--- config.mk ---
export PLATFORM = sky130hd
export DESIGN_NAME = uart_tx_frame_gen
export DESIGN_NICKNAME = d
export VERILOG_FILES = /design/src/rtl/uart_pkg.sv /design/src/rtl/uart_tx_bit_timer.sv /design/src/rtl/uart_tx_frame_gen.sv
export SDC_FILE = /design/constraint.sdc
export NUM_CORES = 1
export LEC_CHECK = 0
export ABC_AREA = 1
export CAP_MARGIN = 0
export CORE_ASPECT_RATIO = 0.8
export CORE_MARGIN = 1.5
export CORE_UTILIZATION = 59
export CTS_BUF_LIST = sky130_fd_sc_hd__clkbuf_8 sky130_fd_sc_hd__clkbuf_16
export CTS_CLUSTER_DIAMETER = 200
export DETAILED_ROUTE_END_ITERATION = 8
export PLACE_DENSITY = 0.84
export SYNTH_ARGS = -nofsm -noshare
export SYNTH_HDL_FRONTEND = slang
export SYNTH_SLANG_ARGS = --single-unit
--- constraint.sdc ---
create_clock -name clk -period 3.45 [get_ports clk]
set_input_delay 0.69 -clock clk [delete_from_list [all_inputs] [get_ports clk]]
set_output_delay 0.69 -clock clk [all_outputs]
set_load 0.02 [all_outputs]
--- src/rtl/uart_pkg.sv ---
// Shared UART constants: FSM state encoding, parity selectors and the minimum bit period.
// Used by the TX frame generator and the RX parity checker alike.
package uart_pkg;

    typedef enum logic [2:0] {
        IDLE   = 3'd0,
        START  = 3'd1,
        DATA   = 3'd2,
        PARITY = 3'd3,
        STOP   = 3'd4
    } uart_state_t;

    localparam logic PAR_EVEN = 1'b0;
    localparam logic PAR_ODD  = 1'b1;

    localparam int MIN_PRESCALE = 4;

    // Even parity is the XOR of the data bits; odd parity is its complement.
    function automatic logic frame_parity(input logic data_xor, input logic par_typ);
        return (par_typ == PAR_ODD) ? ~data_xor : data_xor;
    endfunction

endpackage

--- src/rtl/uart_tx_bit_timer.sv ---
// Bit-period timer: counts clamped-Prescale cycles while enabled; bit_done is combinational, high in a bit's last cycle.
// No backpressure; the count is held at zero whenever enable is low.
module uart_tx_bit_timer
    import uart_pkg::*;
#(
    parameter int PRESCALE_W = 6
) (
    input  logic                  clk,
    input  logic                  rst,
    input  logic                  enable,
    input  logic [PRESCALE_W-1:0] prescale,
    output logic                  bit_done
);

    logic [PRESCALE_W-1:0] bit_cnt;
    logic [PRESCALE_W-1:0] period_last;

    // Periods shorter than MIN_PRESCALE are stretched rather than rejected.
    always_comb begin
        period_last = prescale - 1'b1;
        if (prescale < PRESCALE_W'(MIN_PRESCALE)) begin
            period_last = PRESCALE_W'(MIN_PRESCALE - 1);
        end
    end

    assign bit_done = enable && (bit_cnt == period_last);

    always_ff @(posedge clk) begin
        if (!rst) begin
            bit_cnt <= '0;
        end else if (!enable || bit_done) begin
            bit_cnt <= '0;
        end else begin
            bit_cnt <= bit_cnt + 1'b1;
        end
    end

endmodule

--- src/rtl/uart_tx_frame_gen.sv ---
// UART TX: start, DATA_WIDTH bits LSB first, optional parity, stop; start bit appears the clk after Data_Valid.
// Data_Valid is ignored while busy (no queuing); UART_TX_STOP2_EN selects two stop bits.
module uart_tx_frame_gen
    import uart_pkg::*;
#(
    parameter int DATA_WIDTH = 8,
    parameter int PRESCALE_W = 6
) (
    input  logic                  clk,
    input  logic                  rst,
    input  logic [DATA_WIDTH-1:0] P_DATA,
    input  logic                  Data_Valid,
    input  logic                  PAR_EN,
    input  logic                  PAR_TYP,
    input  logic [PRESCALE_W-1:0] Prescale,
    output logic                  TX_OUT,
    output logic                  busy
);

    localparam int IDX_W = (DATA_WIDTH > 1) ? $clog2(DATA_WIDTH) : 1;

    uart_state_t           state;
    logic [DATA_WIDTH-1:0] data_reg;
    logic                  par_en_reg;
    logic                  parity_reg;
    logic [PRESCALE_W-1:0] prescale_reg;
    logic [IDX_W-1:0]      idx;
    logic                  bit_done;
`ifdef UART_TX_STOP2_EN
    logic                  stop_second;
`endif

    uart_tx_bit_timer #(
        .PRESCALE_W (PRESCALE_W)
    ) u_bit_timer (
        .clk      (clk),
        .rst      (rst),
        .enable   (busy),
        .prescale (prescale_reg),
        .bit_done (bit_done)
    );

    always_ff @(posedge clk) begin
        if (!rst) begin
            state        <= IDLE;
            data_reg     <= '0;
            par_en_reg   <= 1'b0;
            parity_reg   <= 1'b0;
            prescale_reg <= '0;
            idx          <= '0;
            TX_OUT       <= 1'b1;
            busy         <= 1'b0;
`ifdef UART_TX_STOP2_EN
            stop_second  <= 1'b0;
`endif
        end else begin
            case (state)
                IDLE: begin
                    TX_OUT <= 1'b1;
                    busy   <= 1'b0;
                    if (Data_Valid) begin
                        // Frame is fully described by these latches; later input changes are ignored.
                        data_reg     <= P_DATA;
                        par_en_reg   <= PAR_EN;
                        parity_reg   <= frame_parity(^P_DATA, PAR_TYP);
                        prescale_reg <= Prescale;
                        state        <= START;
                        TX_OUT       <= 1'b0;
                        busy         <= 1'b1;
                    end
                end
                START: begin
                    if (bit_done) begin
                        state  <= DATA;
                        idx    <= '0;
                        TX_OUT <= data_reg[0];
                    end
                end
                DATA: begin
                    if (bit_done) begin
                        if (idx == IDX_W'(DATA_WIDTH - 1)) begin
                            if (par_en_reg) begin
                                state  <= PARITY;
                                TX_OUT <= parity_reg;
                            end else begin
                                state  <= STOP;
                                TX_OUT <= 1'b1;
                            end
                        end else begin
                            idx    <= idx + 1'b1;
                            TX_OUT <= data_reg[idx + 1'b1];
                        end
                    end
                end
                PARITY: begin
                    if (bit_done) begin
                        state  <= STOP;
                        TX_OUT <= 1'b1;
                    end
                end
                STOP: begin
                    if (bit_done) begin
`ifdef UART_TX_STOP2_EN
                        if (!stop_second) begin
                            stop_second <= 1'b1;
                        end else begin
                            stop_second <= 1'b0;
                            state       <= IDLE;
                            busy        <= 1'b0;
                        end
`else
                        state <= IDLE;
                        busy  <= 1'b0;
`endif
                    end
                end
                default: begin
                    state  <= IDLE;
                    TX_OUT <= 1'b1;
                    busy   <= 1'b0;
                end
            endcase
        end
    end

endmodule

* After elaboration in Yosys (flattened, before gate mapping)
Index checks and enable logic that the tools add are counted.
** Word-level totals
- Register bits after elaboration :: 30
- Bits in latches :: 0
- Bits in writable memories :: 0
- Memory bits (read-only) :: 0
- Input bits :: 19
- Word-level logic and storage cells :: 69
- Memories kept :: 0
** Operators by class
- Add/subtract/negate cells :: 3
- $mul :: 0
- Div/mod/pow operators :: 0
- $lt $le $gt $ge :: 2
- Equal/unequal tests :: 13
- Shift operators :: 0
- Mux-type cells :: 25
- Bitwise gates (word level) :: 4
- Reductions and logical operators :: 13
** Operator list (number)
- 3-bit 2-to-1 mux :: 9
- 3-bit one-hot mux with 5 select lines :: 1
- 1-bit 2-to-1 mux :: 10
- 2-bit by 1-bit != test with 1-bit output, second input constant :: 4
- 4-bit AND reduction :: 2
- 8-bit XOR reduction :: 1
- 6-bit by 1-bit adder with 6-bit output, second input constant :: 1
- 3-bit by 2-bit == test with 1-bit output, second input constant :: 2
- 3-bit == test, second input constant :: 2
- 6-bit == test :: 1
- 6-bit by 3-bit < comparator with 1-bit output, second input constant :: 1
- 6-bit 2-to-1 mux :: 1
- 2-bit != test, second input constant :: 3
- 3-bit one-hot mux with 2 select lines :: 1
- 6-bit AND reduction :: 1
- 6-bit by 1-bit subtractor with 6-bit output, second input constant :: 1
- 1-bit one-hot mux with 5 select lines :: 1
- 3-bit by 4-bit < comparator with 1-bit output, second input constant :: 1
- 1-bit NOT :: 4
- 2-bit AND reduction :: 2
- 3-bit by 1-bit adder with 3-bit output, second input constant :: 1
- 1-bit binary-select mux with 3-bit select :: 1
- 3-bit by 1-bit == test with 1-bit output, second input constant :: 1
- 3-bit logical NOT :: 1
- 7 further kinds :: 7

* Longest topological paths before layout
- Depth after elaboration :: 6
- Depth in mapped cells :: 15
- Mapped depth without buffers :: 15

* Cells and area by module
A second synthesis with hierarchy kept.
** Second synthesis, totals
- Cell total of the unflattened synthesis :: 272
- Area, all modules :: 1779.2 sq um
** Modules (own cells, without submodules)
- uart_tx_frame_gen :: times used 1, cells an instance 195, area an instance 1301.2 sq um, seq. area each 480.5 sq um
- uart_tx_bit_timer :: times used 1, cells an instance 77, area an instance 478.0 sq um, seq. area each 120.1 sq um

* Worst setup path after synthesis
Ideal clock, no wire load.
- Kind :: register to register
- Start point :: register prescale_reg[0]
- End point :: register TX_OUT
- Setup time :: 0.119 ns
- Arrival time :: 1.545 ns
- Path slack :: 1.786 ns
- Stages on the path, launching flop included :: 15
- Buffers on the path :: 0
- Period minus slack after synthesis :: 1.664 ns
- Cell sequence :: dfxtp_1 > inv_1 > ha_1 > inv_1 > nand2_1 > nand2_1 > nand2_1 > nand2_1 > nand3_2 > nor2_4 > nand3_4 > nand2_4 > nand2_1 > a21oi_1 > o21ai_1
** Between the ends
- Longest elaborated chain between the ends :: 6
- Elaborated cells between the ends (all ways) :: 9
- Those cells by class :: add/sub: 1; order compare: 1; eq/ne: 4; mux: 1; reduce/logical: 2
** Ends and longest elaborated chain
- start, declared :: RTL line uart_tx_frame_gen.sv:26 : logic [PRESCALE_W-1:0] prescale_reg;
- start signal, assigned :: RTL line uart_tx_frame_gen.sv:66 : prescale_reg <= Prescale;
- 6-bit by 1-bit subtractor with 6-bit output / 6-bit by 3-bit < comparator with 1-bit output (equally long branches) :: RTL line uart_tx_bit_timer.sv:20, uart_tx_bit_timer.sv:21
- 6-bit 2-to-1 mux (*) :: RTL line uart_tx_bit_timer.sv:21 : if (prescale < PRESCALE_W'(MIN_PRESCALE)) begin
- 6-bit == test (*) :: RTL line uart_tx_bit_timer.sv:26 : assign bit_done = enable && (bit_cnt == period_last);
- 1-bit logical AND (*) :: RTL line uart_tx_bit_timer.sv:26
- 2-bit by 1-bit != test with 1-bit output (no line)
- 4-bit AND reduction (no line) (*)
- end signal, assigned :: RTL line uart_tx_frame_gen.sv:76 : TX_OUT <= data_reg[0];
- end signal, assigned :: RTL line uart_tx_frame_gen.sv:84 : TX_OUT <= parity_reg;
- end signal, assigned :: RTL line uart_tx_frame_gen.sv:91 : TX_OUT <= data_reg[idx + 1'b1];
- end, declared :: RTL line uart_tx_frame_gen.sv:16 : output logic TX_OUT,
Every way passes the cells marked *; elsewhere a longest branch is shown, timed or not.
A chain may end at the register's enable or synchronous reset.

* Worst setup path in the final report
- Start point :: input Data_Valid
- End point :: register prescale_reg[2]
** Between the ends
- Longest elaborated chain between the ends :: 1
** Ends and longest elaborated chain
- start, declared :: RTL line uart_tx_frame_gen.sv:12 : input logic Data_Valid,
- 2-bit AND reduction (no line)
No other way between the ends.

==> results.json <==
{
  "worstRegToRegCells": 6,
  "insertion_delay_ns": 0.28,
  "die-area_mm2": 0.00317,
  "crit_required_ns": 3.60,
  "yosys.area.top_type": "dfxtp_1",
  "placed_area_mm2": 0.00190,
  "report.final.slew_viol_count": 0,
  "finalSetupTns_ns": 0,
  "total_power_mw": 1.45,
  "start_util_pct": 61.5,
  "layout_common_cells": "nand2_1, nor2_1, dfxtp_1",
  "p_comb_share_pct": 46.2,
  "switchingPower_mw": 0.613,
  "wirelength_um": 3460,
  "numCtsBuffers": 5,
  "cts_hold_buf": 0,
  "fillers": 251,
  "endpoint_kind": "flop",
  "cts.sinks": 30,
  "maxCapViolations": 0,
  "min_path_cells": 2,
  "status": "complete, no violations",
  "finalNonFillerCells": 297,
  "antenna_cells": 0,
  "postSynthCellCount": 236,
  "core_area_mm2": 0.00272,
  "ys_types": 31,
  "ctsResizeCount": 0,
  "finalSetupViolCount": 0,
  "worst_pin_slew_ns": 0.721,
  "die_w_um": 62.6,
  "min_path_type": "reg -> reg",
  "synth-seq-cells": 30,
  "netlist_area_mm2": 0.00168,
  "rsz0062_at_grt": "no",
  "final_area_mm2": 0.00199,
  "root_buffer": "clkbuf_8",
  "num_vias": 1552,
  "place_congestion": 0.956,
  "dr.pass1.iters": 4,
  "cts_tree": "done",
  "cp_max_fo": 23,
  "nets": 281,
  "fmax_ghz": 0.421,
  "htree_levels": 2,
  "num_rows": 17,
  "worstSetupStartpointType": "input port",
  "die_h_um": 50.7,
  "cts_buffer_depth": 2,
  "dp_cells": 289,
  "p_clk_share_pct": 19.8,
  "globalRouteOverflowTotal": 0,
  "antenna_left": 0,
  "p_leak_nw": 0.862,
  "fin_crit_sh_pct": 68.9,
  "antenna_found_initial": 0,
  "ios": 21,
  "largest_reg_flops": 8,
  "fin_skew_ns": 0.00247,
  "hpwl_um": 2620,
  "drive_gt1_share_pct": 10.0,
  "final_common_cell": "nand2_1",
  "grt.total_usage_pct": 25.2,
  "ir_drop_mv": 0.329,
  "synth.net_count": 259,
  "grt_max_degree": 24,
  "ys_seq_area_share_pct": 35.8,
  "drt-initial-drc-count": 72,
  "avgSynthCellArea_um2": 7.10,
  "clk_pin_slew_ns": 0.06,
  "post-cts-setup-buffer-count": 0,
  "multi_input_area_um2": 942,
  "synth_warnings": 0,
  "via_per_inst": 5.23,
  "syn2layout_area_growth_pct": 19.0,
  "arrival_ns": 2.53,
  "drc": 0,
  "synth_top_area_share_pct": 35.8,
  "critPathKind": "in -> reg",
  "yosys-top-cells-area": "dfxtp_1, nand2_1, nor2_1",
  "first_global_vias": 1409,
  "fin_crit_ns": 2.38,
  "seqPwrFrac_pct": 33.9,
  "wl_per_cell_um": 11.6,
  "io_buffers": 20,
  "grt_pass1_wl_um": 6110,
  "swShare_pct": 42.4,
  "relSlewSlack_pct": 51.8,
  "final-hold-violation-count": 0,
  "power_density_mw_per_mm2": 726,
  "regArea_um2": 601,
  "p_int_mw": 0.835
}
[Yosys cell counts, drive strengths merged]
| cell type | count |
|---|---|
| a211oi | 2 |
| a21boi | 1 |
| a21oi | 18 |
| buf | 2 |
| clkbuf | 3 |
| dfxtp | 30 |
| ha | 4 |
| inv | 30 |
| nand2 | 45 |
| nand3 | 13 |
| nand3b | 3 |
| nand4 | 4 |
| nor2 | 39 |
| nor3 | 1 |
| nor3b | 2 |
| o211ai | 1 |
| o21ai | 26 |
| o21bai | 1 |
| o22ai | 1 |
| xnor2 | 5 |
| xor2 | 5 |
[final timing paths]
check | slack (ns) | from | end
min reg2reg | 0.45 | idx[2] | idx[2]
max reg2reg | 1.41 | state[0] | prescale_reg[2]
min | 0.45 | idx[2] | idx[2]
max | 1.07 | Data_Valid | prescale_reg[2]
[worst max-delay path, cell delays in order]
cell             delay (ns)
clkdlybuf4s50_1        0.48
inv_1                  0.06
nor2_1                 0.47
inv_1                  0.46
o21ai_0                0.31
a21oi_1                0.06
[layer usage]
metal	GRT usage (%)	share of wire, %
met5	0	0
met4	13.7	2.5
met3	4.71	6.5
met2	37.5	41
met1	34.7	50
[logic make-up (layout without fill, tap and decap cells)]
family / count (synthesis) / after routing / synth area share [%]
AOI/OAI and AO/OA: 50 / 50 / 16.1
DFF: 30 / 30 / 35.8
adders and majority gates: 4 / 4 / 2.99
xor gates and xnor gates: 10 / 10 / 5.23
buffers and inverters: 35 / 58 / 7.92
and+or+nand+nor: 107 / 107 / 32.0
[power groups by stage]
stage,clock network [mW],logic [mW],registers [mW]
after floorplan,0,0.523,0.495
after global placement,0,0.651,0.496
after detailed placement,0,0.663,0.497
after CTS,0.291,0.668,0.491
after global routing,0.302,0.761,0.503
final,0.287,0.669,0.492
[final cells by class]
class / count / area share (%)
inverter: 30 / 5.65
clock buffer: 6 / 4.14
sequential: 30 / 30.1
timing repair buffer: 20 / 10.0
clock inverter: 2 / 0.439
tap: 38 / 2.38
multi-input combinational: 171 / 47.2
[metrics by stage]
step,setup slack [ns],utilization (%),hold slack (ns)
finish,1.07,73.3,0.451
global route,0.875,73.3,0.472
CTS,1.09,73.3,0.456
detailed placement,0.776,69.9,0.446
global placement,0.928,69.9,0.435
floorplan,1.79,-,0.424
Power figures use the tool's default switching activity.
==> variant 1, RTL diff (same settings) <==
`DATA_WIDTH`: 8 -> 32.
--- a/src/rtl/uart_tx_frame_gen.sv
+++ b/src/rtl/uart_tx_frame_gen.sv
@@ -4,5 +4,5 @@
     import uart_pkg::*;
 #(
-    parameter int DATA_WIDTH = 8,
+    parameter int DATA_WIDTH = 32,
     parameter int PRESCALE_W = 6
 ) (
Interface: changed (resized P_DATA); port bits go from 21 to 45. No check against the original RTL was run, so the function may have changed too.
==> variant 1 against the unedited design <==
- routed wire length up 110%
- sequential cell count up 26
- count of clock-buffer cells in the layout unchanged
- maximum frequency up 7.6%
- setup slack better by 0.17 ns
- power up 52%
- hold slack better by 0.0099 ns
- global-route usage up 0.81 points
- final area up 86%
- synthesized area up 87%
- sequential share of layout area up 0.15 points
- final cell count up 87%
- critical path type unchanged
==> variant 1: results (changes against the unedited design) <==
| Metric | Value |
|---|---|
| First-pass GRT wire length | `11800 microns (+94%)` |
| Flops & latches, synth | `56 (+87%)` |
| Critical path fanouts, max | `63 (+170%)` |
| CP arrival | `2.40 ns (-0.13 ns)` |
| Non-clock buffers | `48 (+140%)` |
| Register area | `0.00112 sq mm (+87%)` |
| Worst reg-to-reg path cell count | `12 (+6)` |
| Vias | `3016 (+94%)` |
| Worst R2R Start | `idx[1]` |
| Worst R2R Setup Slack | `1.36 ns (-0.05 ns)` |
| DP HPWL | `5240 microns (+100%)` |
| Non-CTS inverters | `55 (+83%)` |
| PortBufs | `44 (+120%)` |
| Largest register FFs | `32 (+24)` |
| Status | `finished clean` |
| Met1 usage | `34.4% (-0.38 points)` |
| Sequential fraction of the synthesis area | `35.8% (-0.036 points)` |
| Largest net degree at the start of global routing | `64 (+170%)` |
| Worst skew pair latency | `0.32 ns (+0.04 ns)` |
| Tap cells | `62 (+63%)` |
| Area of the multi-input gates | `0.00174 sq mm (+84%)` |
| Met3 Use GR | `3.98% (-0.73 points)` |
| Initial drt markers | `173 (+140%)` |
| Layout Skew | `0.00393 ns (+0.00147 ns)` |
| Cells after synthesis | `452 (+92%)` |
| Synth top area cells | `dfxtp_1, o21ai_0, nand2_1, nor2_1, inv_1` |
| Commonest cells post-synth | `nand2_1, nor2_1, dfxtp_1` |
| Relative slew slack | `62.5% (+11 points)` |
| Mapped Nets | `499 (+93%)` |
| Reg2Reg Capture Point | `TX_OUT` |
| Clock network area share | `2.53% (-2.0 points)` |
| Share of cells above drive strength 1 | `5.07% (-5.0 points)` |
| Drt first pass iters | `5 (+1)` |
| Worst-path clk slew | `0.10 ns (+0.04 ns)` |
-- variant 1: cell count changes after synthesis, sizes merged, moves of 10 or more --
| cell | change |
|---|---|
| a21oi | +17 |
| dfxtp | +26 |
| inv | +24 |
| nand2 | +28 |
| nand3 | +19 |
| nor2 | +27 |
| o21ai | +32 |
| xnor2 | +13 |
| xor2 | +10 |
-- variant 1: worst min-delay path, stage by stage, from the launching register on --
cell	delay (ns)
dfxtp_1	0.31
inv_1	0.06
a21oi_1	0.05
-- variant 1: cells by family (layout without fill, tap and decap cells) --
logic type | count (synthesis) | after routing | share of synthesized area, %
xor gates and xnor gates | 33 | 33 | 9.23
AOI/OAI and AO/OA | 104 | 104 | 17.4
DFF | 56 | 56 | 35.8
and+or+nand+nor | 185 | 185 | 27.2
adders and majority gates | 4 | 4 | 1.60
buffers and inverters | 70 | 111 | 8.75
-- variant 1: metal layers --
| layer | part of all wire (%) | vias to the layer above |
|---|---|---|
| met5 | 0 | - |
| met4 | 1.2 | 0 |
| met2 | 45 | 97 |
| li1 | - | 1538 |
| met1 | 48 | 1374 |
| met3 | 5.9 | 7 |
-- variant 1: report_power, final --
group | internal [mW] | total [mW] | switching, mW
sequential | 0.816 | 0.913 | 0.0971
clock | 0.161 | 0.379 | 0.218
combinational | 0.344 | 0.913 | 0.569
-- variant 1: worst max-delay path by stage --
stage | to | slack, ns | depth (start not counted)
6_report | data_reg[0] | 1.24 | 8
5_1_grt | data_reg[0] | 1.14 | 8
2_1_floorplan | parity_reg | 1.77 | 11
4_1_cts | data_reg[18] | 1.28 | 8
3_3_place_gp | data_reg[0] | 1.01 | 8
3_5_place_dp | data_reg[18] | 0.94 | 8
==> variant 2, RTL diff (same settings) <==
Made on the original files. Reset style: asynchronous (`rst`), changed in 2 clocked blocks.
--- a/src/rtl/uart_tx_bit_timer.sv
+++ b/src/rtl/uart_tx_bit_timer.sv
@@ -26,5 +26,5 @@
     assign bit_done = enable && (bit_cnt == period_last);
 
-    always_ff @(posedge clk) begin
+    always_ff @(posedge clk or negedge rst) begin
         if (!rst) begin
             bit_cnt <= '0;
--- a/src/rtl/uart_tx_frame_gen.sv
+++ b/src/rtl/uart_tx_frame_gen.sv
@@ -41,5 +41,5 @@
     );
 
-    always_ff @(posedge clk) begin
+    always_ff @(posedge clk or negedge rst) begin
         if (!rst) begin
             state        <= IDLE;
Formal check against the unedited RTL: differs if rst is asserted again (counterexample within 4 cycles, from zero or initial values and one cycle with rst low); with rst held inactive, the same outputs for 10 cycles.
==> variant 2 against the unedited design <==
- power rose by 18%
- final area rose by 4.1%
- setup slack improved by 0.29 ns
- critical endpoint is now TX_OUT
- sequential cell count did not move
- synthesized cell count rose by 0.85%
- routed wire length rose by 1.9%
- register-to-register slack improved by 0.04 ns
- combinational power rose by 24%
- utilization rose by 1.3 points
- sequential share of layout area rose by 6.1 points
- synthesized area rose by 4.6%
==> variant 2: results (changes against the unedited design) <==
| Metric | Value |
|---|---|
| Status | `finished clean` |
| Antenna violations before repair | `0 (unchanged)` |
| Register area | `752 sq um (+25%)` |
| CP startpoint | `TX_OUT` |
| Fillers | `228 (-9.2%)` |
| Worst hold start | `TX_OUT` |
| Reg2Reg Capture Point | `data_reg[7]` |
| All-Layer GR Usage | `25.3% (+0.18 points)` |
| Vias/cell | `5.05 (-3.4%)` |
| DP Area | `0.00200 sq mm (+5.1%)` |
| Pre-CTS setup slack | `1.10 ns (+0.325 ns)` |
| Synth Warn # | `0 (unchanged)` |
| Post-cts resize count | `0 (unchanged)` |
| Max clock buf depth | `2 (unchanged)` |
| Mean post-synth cell area | `7.37 sq um (+3.8%)` |
| Routed WL | `3520 microns (+1.9%)` |
| Final nets | `287 (+2.1%)` |
| Hold Crit Class | `reg -> reg` |
| Slew @ Worst Pin | `0.658 ns (-0.0622 ns)` |
| Worst R2R Setup Slack | `1.45 ns (+0.04 ns)` |
| Post-CTS Setup Inserts | `0 (unchanged)` |
| Commonest cells post-synth | `nand2_1, dfrtp_1, inv_1` |
| First-pass GRT wire length | `6290 microns (+3.0%)` |
| Post-Place Cells | `295 (+2.1%)` |
| Critical path fanouts, max | `2 (-91%)` |
| Worst R2R Start | `state[0]` |
| Sw Ratio | `45.3% (+3.0 points)` |
| Synth top area cells | `dfrtp_1, nand2_1, inv_1, nor2_1, nand3_1` |
| Share of cells above drive strength 1 | `8.71% (-1.3 points)` |
| Async SR Flop Fraction | `100% (+100 points)` |
| Family with the most delay on the worst path | `buffers and inverters` |
| Mapped Nets | `261 (+0.77%)` |
| Endpoints failing setup | `0 (unchanged)` |
| Layout Skew | `0.00336 ns (+0.000897 ns)` |
| DP HPWL | `2680 microns (+2.2%)` |
| Drt wl/cell | `11.7 microns (+0.25%)` |
| Sequential fraction of the synthesis area | `42.9% (+7.1 points)` |
| Seq pwr share | `36.3% (+2.4 points)` |
| Cts bufs inserted | `5 (unchanged)` |
| Tmin final | `2.09 ns (-0.291 ns)` |
| Fin. Hold Viols | `0 (unchanged)` |
| Worst reg-to-reg path cell count | `8 (+2)` |
| Cell variety after synth | `25 (-19%)` |
| Worst setup endpoint | `TX_OUT` |
| Comb group | `829 uW (+24%)` |
| Peak per-stage delay on the critical path | `0.59 ns (+0.11 ns)` |
| Vias in the first global route | `1468 (+4.2%)` |
| Worst hold slack | `0.460 ns (+0.00955 ns)` |
| Maximum vdd drop | `0.388 mV (+18%)` |
| CP arrival | `1.40 ns (-1.13 ns)` |
| Post-synth top flop | `dfrtp_1` |
| Leakage | `1.05 nW (+22%)` |
| Routability cong. | `0.812 (-15%)` |
| Hold Crit Endpoint | `TX_OUT` |
| Total power | `1.70 mW (+18%)` |
| Largest net degree at the start of global routing | `31 (+29%)` |
| Largest register FFs | `8 (unchanged)` |
[variant 2: cells by family after synthesis]
family                     after synthesis  synth area share, %
DFF                                     30                 42.9
adders and majority gates                4                 2.86
AOI/OAI and AO/OA                       20                 6.00
and+or+nand+nor                        145                 37.1
xor gates and xnor gates                 9                 4.50
buffers and inverters                   30                 6.64
[variant 2: final cells by class]
class	count	area share (%)
multi-input combinational	178	42.6
sequential	30	36.2
timing repair buffer	22	10.4
inverter	27	4.88
clock buffer	5	3.31
tap	38	2.29
clock inverter	2	0.361
[variant 2: metal layers]
layer  track usage, %  vias to the layer above  part of all wire, %
li1                 -                      796                    -
met3             8.23                        6                  4.7
met1             33.3                      689                   50
met4             10.1                        0                  1.5
met2             39.1                       33                   44
met5                0                        -                    0
[variant 2: worst min-delay path: stages (launching register included)]
cell     delay [ns]
dfstp_2        0.36
nand2_1        0.05
nand2_1        0.04
